### src/rtl/vga_sync.sv
// 640x480@60 VGA timing generator: pixel counters, registered active-low syncs, video_on and ticks.
// Optional macro VGA_SYNC_PIXEL_DIV_EN divides the 50 MHz clk by two to make a 25 MHz pixel enable.
module vga_sync #(
  parameter int HD = 640,
  parameter int HF = 16,
  parameter int HB = 48,
  parameter int HR = 96,
  parameter int VD = 480,
  parameter int VF = 10,
  parameter int VB = 33,
  parameter int VR = 2
) (
  input  logic       clk,
  input  logic       reset,
  output logic [9:0] hcount,
  output logic [9:0] vcount,
  output logic       hsync,
  output logic       vsync,
  output logic       video_on,
  output logic       p_tick,
  output logic       frame_tick
);

  localparam logic [9:0] H_MAX    = 10'(HD + HF + HB + HR - 1);
  localparam logic [9:0] V_MAX    = 10'(VD + VF + VB + VR - 1);
  localparam logic [9:0] HS_START = 10'(HD + HF);
  localparam logic [9:0] HS_END   = 10'(HD + HF + HR - 1);
  localparam logic [9:0] VS_START = 10'(VD + VF);
  localparam logic [9:0] VS_END   = 10'(VD + VF + VR - 1);
  localparam logic [9:0] H_DISP   = 10'(HD);
  localparam logic [9:0] V_DISP   = 10'(VD);

  logic [9:0] h_q, h_d;
  logic [9:0] v_q, v_d;
  logic       hs_q, hs_d;
  logic       vs_q, vs_d;
  logic       tick;

`ifdef VGA_SYNC_PIXEL_DIV_EN
  logic div_q;

  always_ff @(posedge clk or posedge reset) begin
    if (reset) div_q <= 1'b0;
    else       div_q <= ~div_q;
  end

  assign tick = div_q;
`else
  // Enable is permanently on outside reset; held low during reset so p_tick shows its reset value.
  assign tick = ~reset;
`endif

  always_comb begin
    h_d = h_q;
    v_d = v_q;
    if (tick) begin
      if (h_q == H_MAX) begin
        h_d = '0;
        if (v_q == V_MAX) v_d = '0;
        else              v_d = v_q + 10'd1;
      end else begin
        h_d = h_q + 10'd1;
      end
    end
    // Syncs decode the next-state counters so the registered pulse lines up with hcount/vcount.
    hs_d = ~((h_d >= HS_START) && (h_d <= HS_END));
    vs_d = ~((v_d >= VS_START) && (v_d <= VS_END));
  end

  always_ff @(posedge clk or posedge reset) begin
    if (reset) begin
      h_q  <= '0;
      v_q  <= '0;
      hs_q <= 1'b1;
      vs_q <= 1'b1;
    end else begin
      h_q  <= h_d;
      v_q  <= v_d;
      hs_q <= hs_d;
      vs_q <= vs_d;
    end
  end

  assign hcount     = h_q;
  assign vcount     = v_q;
  assign hsync      = hs_q;
  assign vsync      = vs_q;
  assign video_on   = (h_q < H_DISP) && (v_q < V_DISP);
  assign p_tick     = tick;
  assign frame_tick = tick && (h_q == H_MAX) && (v_q == V_MAX);

endmodule
### config.mk
export PLATFORM = sky130hd
export DESIGN_NAME = vga_sync
export DESIGN_NICKNAME = d
export VERILOG_FILES = /design/src/rtl/vga_sync.sv
export SDC_FILE = /design/constraint.sdc
export NUM_CORES = 1
export LEC_CHECK = 0
export ABC_AREA = 1
export CAP_MARGIN = 30
export CORE_ASPECT_RATIO = 0.6
export CORE_MARGIN = 2
export CORE_UTILIZATION = 28
export DETAILED_ROUTE_END_ITERATION = 12
export GPL_TIMING_DRIVEN = 0
export PLACE_DENSITY = 0.59
export REMOVE_ABC_BUFFERS = 1
export SLEW_MARGIN = 10
export SYNTH_ARGS = -nofsm -noshare
export SYNTH_HDL_FRONTEND = slang
export SYNTH_SLANG_ARGS = --single-unit
### constraint.sdc
create_clock -name clk -period 1.65 [get_ports clk]
set_input_delay 0.33 -clock clk [delete_from_list [all_inputs] [get_ports clk]]
set_output_delay 0.33 -clock clk [all_outputs]
set_load 0.005 [all_outputs]
Word-level counts from Yosys, hierarchy flattened. Cells that the tools add are included.

Input port bits: 2. Latch bits: 0. Bits in registers: 22. Memory bits (writable): 0. Memories kept: 0. Output and inout bits: 25. Memory bits (read-only): 0.

Reductions and logical operators: 5. Order comparisons: 6. Bitwise gates (word level): 3. Add/subtract/negate cells: 2. Shift operators: 0. Divide/modulo/power cells: 0. Equality and inequality tests: 2. $mul: 0. Muxes and demuxes: 5.

Operators by type and width (count): 10-bit two-way mux (5); 10-bit by 1-bit adder with 10-bit output (second input constant) (2); 10-bit equality test (second input constant) (2); 10-bit greater-or-equal comparator (second input constant) (1); 10-bit by 9-bit greater-or-equal comparator with 1-bit output (second input constant) (1); 10-bit <= comparator (second input constant) (1); 10-bit by 9-bit <= comparator with 1-bit output (second input constant) (1); 10-bit less-than comparator (second input constant) (1); 10-bit by 9-bit less-than comparator with 1-bit output (second input constant) (1); 1-bit logical AND (5); 1-bit inverter (3).

Depth between registers and ports, before layout.
Depth after elaboration: 7. Gate-level depth with buffers: 12.

Least setup slack after synthesis. No wires, ideal clock.

Path type: input to register. From: input reset. To: register vs_q, in the netlist vsync. Stages: 7. Required time: 1.573 ns. Data arrival time: 1.746 ns. Setup slack: -0.173 ns. Path buffers: 1. Cell sequence: inv_2 > clkbuf_1 > nand4_1 > nand3_1 > nand2_1 > nor2_1 > nand2_1.

Word-level cells in the longest chain between the ends: 4.

Ends and longest elaborated chain: start, declared (RTL line 14) `input logic reset,`; 10-bit two-way mux (*) (RTL line 56) `if (tick) begin`; 10-bit by 9-bit greater-or-equal comparator with 1-bit output or 10-bit by 9-bit <= comparator with 1-bit output (tied branches) (RTL line 67) `vs_d = ~((v_d >= VS_START) && (v_d <= VS_END));`; 1-bit logical AND (*) (RTL line 67); 1-bit inverter (*) (RTL line 67); net vs_d (RTL line 36) `logic vs_q, vs_d;`; end signal, assigned (RTL line 80) `vs_q <= vs_d;`; end, declared (RTL line 36).

The timed path passes the listed nets; every way through them passes the cells marked *.

Final worst setup path.
From: register h_q[5], in the netlist hcount[5]. To: output frame_tick.

Word-level cells in the longest chain between the ends: 3.

Ends and longest elaborated chain: start, declared (RTL line 33) `logic [9:0] h_q, h_d;`; start signal, assigned (RTL line 72) `h_q <= '0;`; start signal, assigned (RTL line 77) `h_q <= h_d;`; 10-bit equality test (RTL line 90) `assign frame_tick = tick && (h_q == H_MAX) && (v_q == V_MAX);`; 1-bit logical AND (2 in series) (RTL line 90); end, declared (RTL line 21) `output logic frame_tick`.

Every way passes these cells.

==> flow_summary_export.csv <==
group,metric,value,unit
timing,setup_slack,-203,ps
yosys,netlist_instances,203,
route,final_antenna_net_count,0,
yosys,ys_types,32,
critical_path,r2r_cells,12,
yosys,synthFlopType,"dfrtp_1",
yosys,synth_seq_cells,22,
finish,nets,263,
global_routing,grt_antenna_before_repair,0,
floorplan,start_util,0.290,
yosys,ys_seq_area_frac,0.380,
floorplan,coreArea,0.00503,mm2
route,first_pass_iters,4,
global_routing,grt_pass1_wl,6670,um
route,vias_per_cell,4.51,
clock_tree,hold_buffers,0,
yosys,synth-edff-count,0,
floorplan,dieArea,0.00581,mm2
finish,fin_area,0.00222,mm2
critical_path,crit_fanout,8,
power,clockPowerShare,0.180,
global_routing,grt_pass1_vias,1306,
timing,rsz0062_at_grt,"yes",
route,routed_wl,4160,um
yosys,ys.warnings.count,0,
yosys,yosysMostFrequentCell,"nand2_1",
placed_design,io_buffers,26,
floorplan,ios,27,
finish,finalNonFillerCells,323,
global_routing,grt_use_total,0.150,
timing,hold_violations,0,
power,ir_drop,0.395,mV
timing,fin_crit,1850,ps
power,p_leak,0.00113,uW
clock_tree,clock_latency,270,ps
yosys,yosysTopAreaCell,"dfrtp_1",
floorplan,die_w,97.1,um
finish,syn_to_final_growth,52.4,%
yosys,synth_area_leaders,"dfrtp_1 34%, nand2_1 12%, inv_1 10%, nand3_1 7.6%, nor2_1 4.6%",
timing,fmax,540,MHz
global_routing,overflow,0,
power,p_comb_frac,0.440,
timing,skew,7.89,ps
critical_path,critical_path.startpoint,"hcount[5]",
power,power_density,1010,mW/mm2
timing,drv_slew,0,
yosys,synthTopCellsByCount,"47 x nand2_1, 40 x inv_1, 22 x nand3_1",
floorplan,die_h,59.9,um
timing,setup_violations,2,
power,p_sw_frac,0.384,
yosys,synth_top_area_frac,0.344,
critical_path,critPathKind,"flip-flop to output pin",
route,initialDrtViolationCount,95,
flow_run,max-cap-violations,0,
route,drcViolationCount,0,
route,wl_per_cell,12.9,um
yosys,synthArstFlopShare,1.00,
critical_path,worstReg2RegEnd,"vsync",
clock_tree,cts_tree,"built",
timing,finalCritPeriodShare,1.12,
finish,layout-drive-gt1-share,0.366,
critical_path,start_kind,"flip-flop",
finish,fin_util,0.441,
min_path,min-delay-path-class,"input port to asynchronous set/reset pin",
placed_design,dp_hpwl,2700,um
timing,tightest_slew,268,ps
critical_path,critPathArrivalTime,1520,ps
outcome,violations,"setup timing",
global_routing,grt_start_max_net_pins,19,
outcome,status,"finished with violations",
clock_tree,cts.sinks,22,
critical_path,end_kind,"output pin",
timing,slew_headroom,0.821,
placed_design,placed_area,0.00178,mm2
clock_tree,root_buffer,"clkbuf_8",
critical_path,r2r_start,"hcount[5]",
yosys,syn_area_per_cell,7.17,um2
placed_design,dp_cells,293,
critical_path,critPathRequiredTime,1320,ps
placed_design,routabilityCongestion,0.841,
critical_path,reg2reg_slack,-80,ps
power,seqPwrFrac,0.381,
power,p_int,1380,uW
clock_tree,clockBufferDepth,2,
clock_tree,htree_levels,1,
yosys,synthesis.area,0.00146,mm2
floorplan,row_count,20,
clock_tree,clkSlewWorstSetupHoldPaths,90,ps
finish,diodes,0,
route,vias,1457,
timing,finalSetupTns,-285,ps
power,p_switching,864,uW
finish,fill_cells,513,
clock_tree,cts_made_buffers,3,
==> power groups by stage <==
stage                     clock network, uW  registers (uW)  logic, uW
after floorplan                           0             839        448
after global placement                    0             865        768
after detailed placement                  0             868        777
after CTS                               416             842        950
after global routing                    450             875       1090
final                                   404             856        989
==> through the flow <==
stage                     setup WS (ps)  total power (uW)  hold WS, ps
after CTS                          -216              2210         43.8
final                              -203              2250         50.9
after detailed placement          -1260              1650          578
after global routing               -292              2420         52.6
after global placement            -1290              1630          572
after floorplan                    55.9              1290          263
==> registers in the layout (all words and copies together) (netlist names) <==
signal  flops
hcount     10
vcount     10
hsync       1
vsync       1
==> what timing repair did <==
item                       in CTS  in global routing
gates resized for setup        46                 32
hold endpoints to repair        0                  0
cloned                          1                  0
pin swaps                      13                 14
setup buffers                  21                  8
setup endpoints to repair      19                 16
==> metal layers <==
layer / global-route usage / vias up / part of all wire
li1: - / 746 / -
met1: 0.232 / 676 / 0.54
met2: 0.210 / 28 / 0.39
met3: 0.0363 / 7 / 0.051
met4: 0.0302 / 0 / 0.011
met5: 0 / - / 0
==> critical path, stage by stage (launching register included) <==
cell and delay (ps):
dfrtp_2 450, nor2_4 140, nand2_1 100, nor2_4 180
nand2_4 130, nor2_4 130, buf_2 120
==> layout make-up <==
| cell class | count | area, um2 | area share |
|---|---|---|---|
| tap | 66 | 82.6 | 0.0372 |
| inverter | 46 | 205 | 0.0924 |
| timing repair buffer | 51 | 474 | 0.214 |
| multi-input combinational | 133 | 828 | 0.373 |
| timing repair inverter | 1 | 8.76 | 0.00395 |
| sequential | 22 | 566 | 0.255 |
| clock buffer | 4 | 55.1 | 0.0248 |
==> worst max path at each step <==
stage	endpoint	slack, ps
floorplan	vsync	60
detailed placement	frame_tick	-1260
global route	frame_tick	-290
global placement	frame_tick	-1290
finish	frame_tick	-200
CTS	frame_tick	-220
==> kinds of logic (layout without fill, tap and decap cells) <==
family / count (synthesis) / count (layout) / synth area share
simple gates: 113 / 113 / 0.384
buf+inv: 48 / 102 / 0.130
flops: 22 / 22 / 0.380
compound gates: 14 / 14 / 0.0576
fa+ha+maj: 3 / 3 / 0.0258
xor+xnor: 3 / 3 / 0.0232
==> layout by cell type, fill, tap and decap left out, drive strengths merged, types with 6 or more instances in the layout <==
master	n
buf	28
dfrtp	20
nor3	6
clkdlybuf4s50	14
o21ai	8
dlymetal6s2s	6
nand3	24
nand2	51
nor2	25
inv	44
Power figures use the tool's default switching activity.
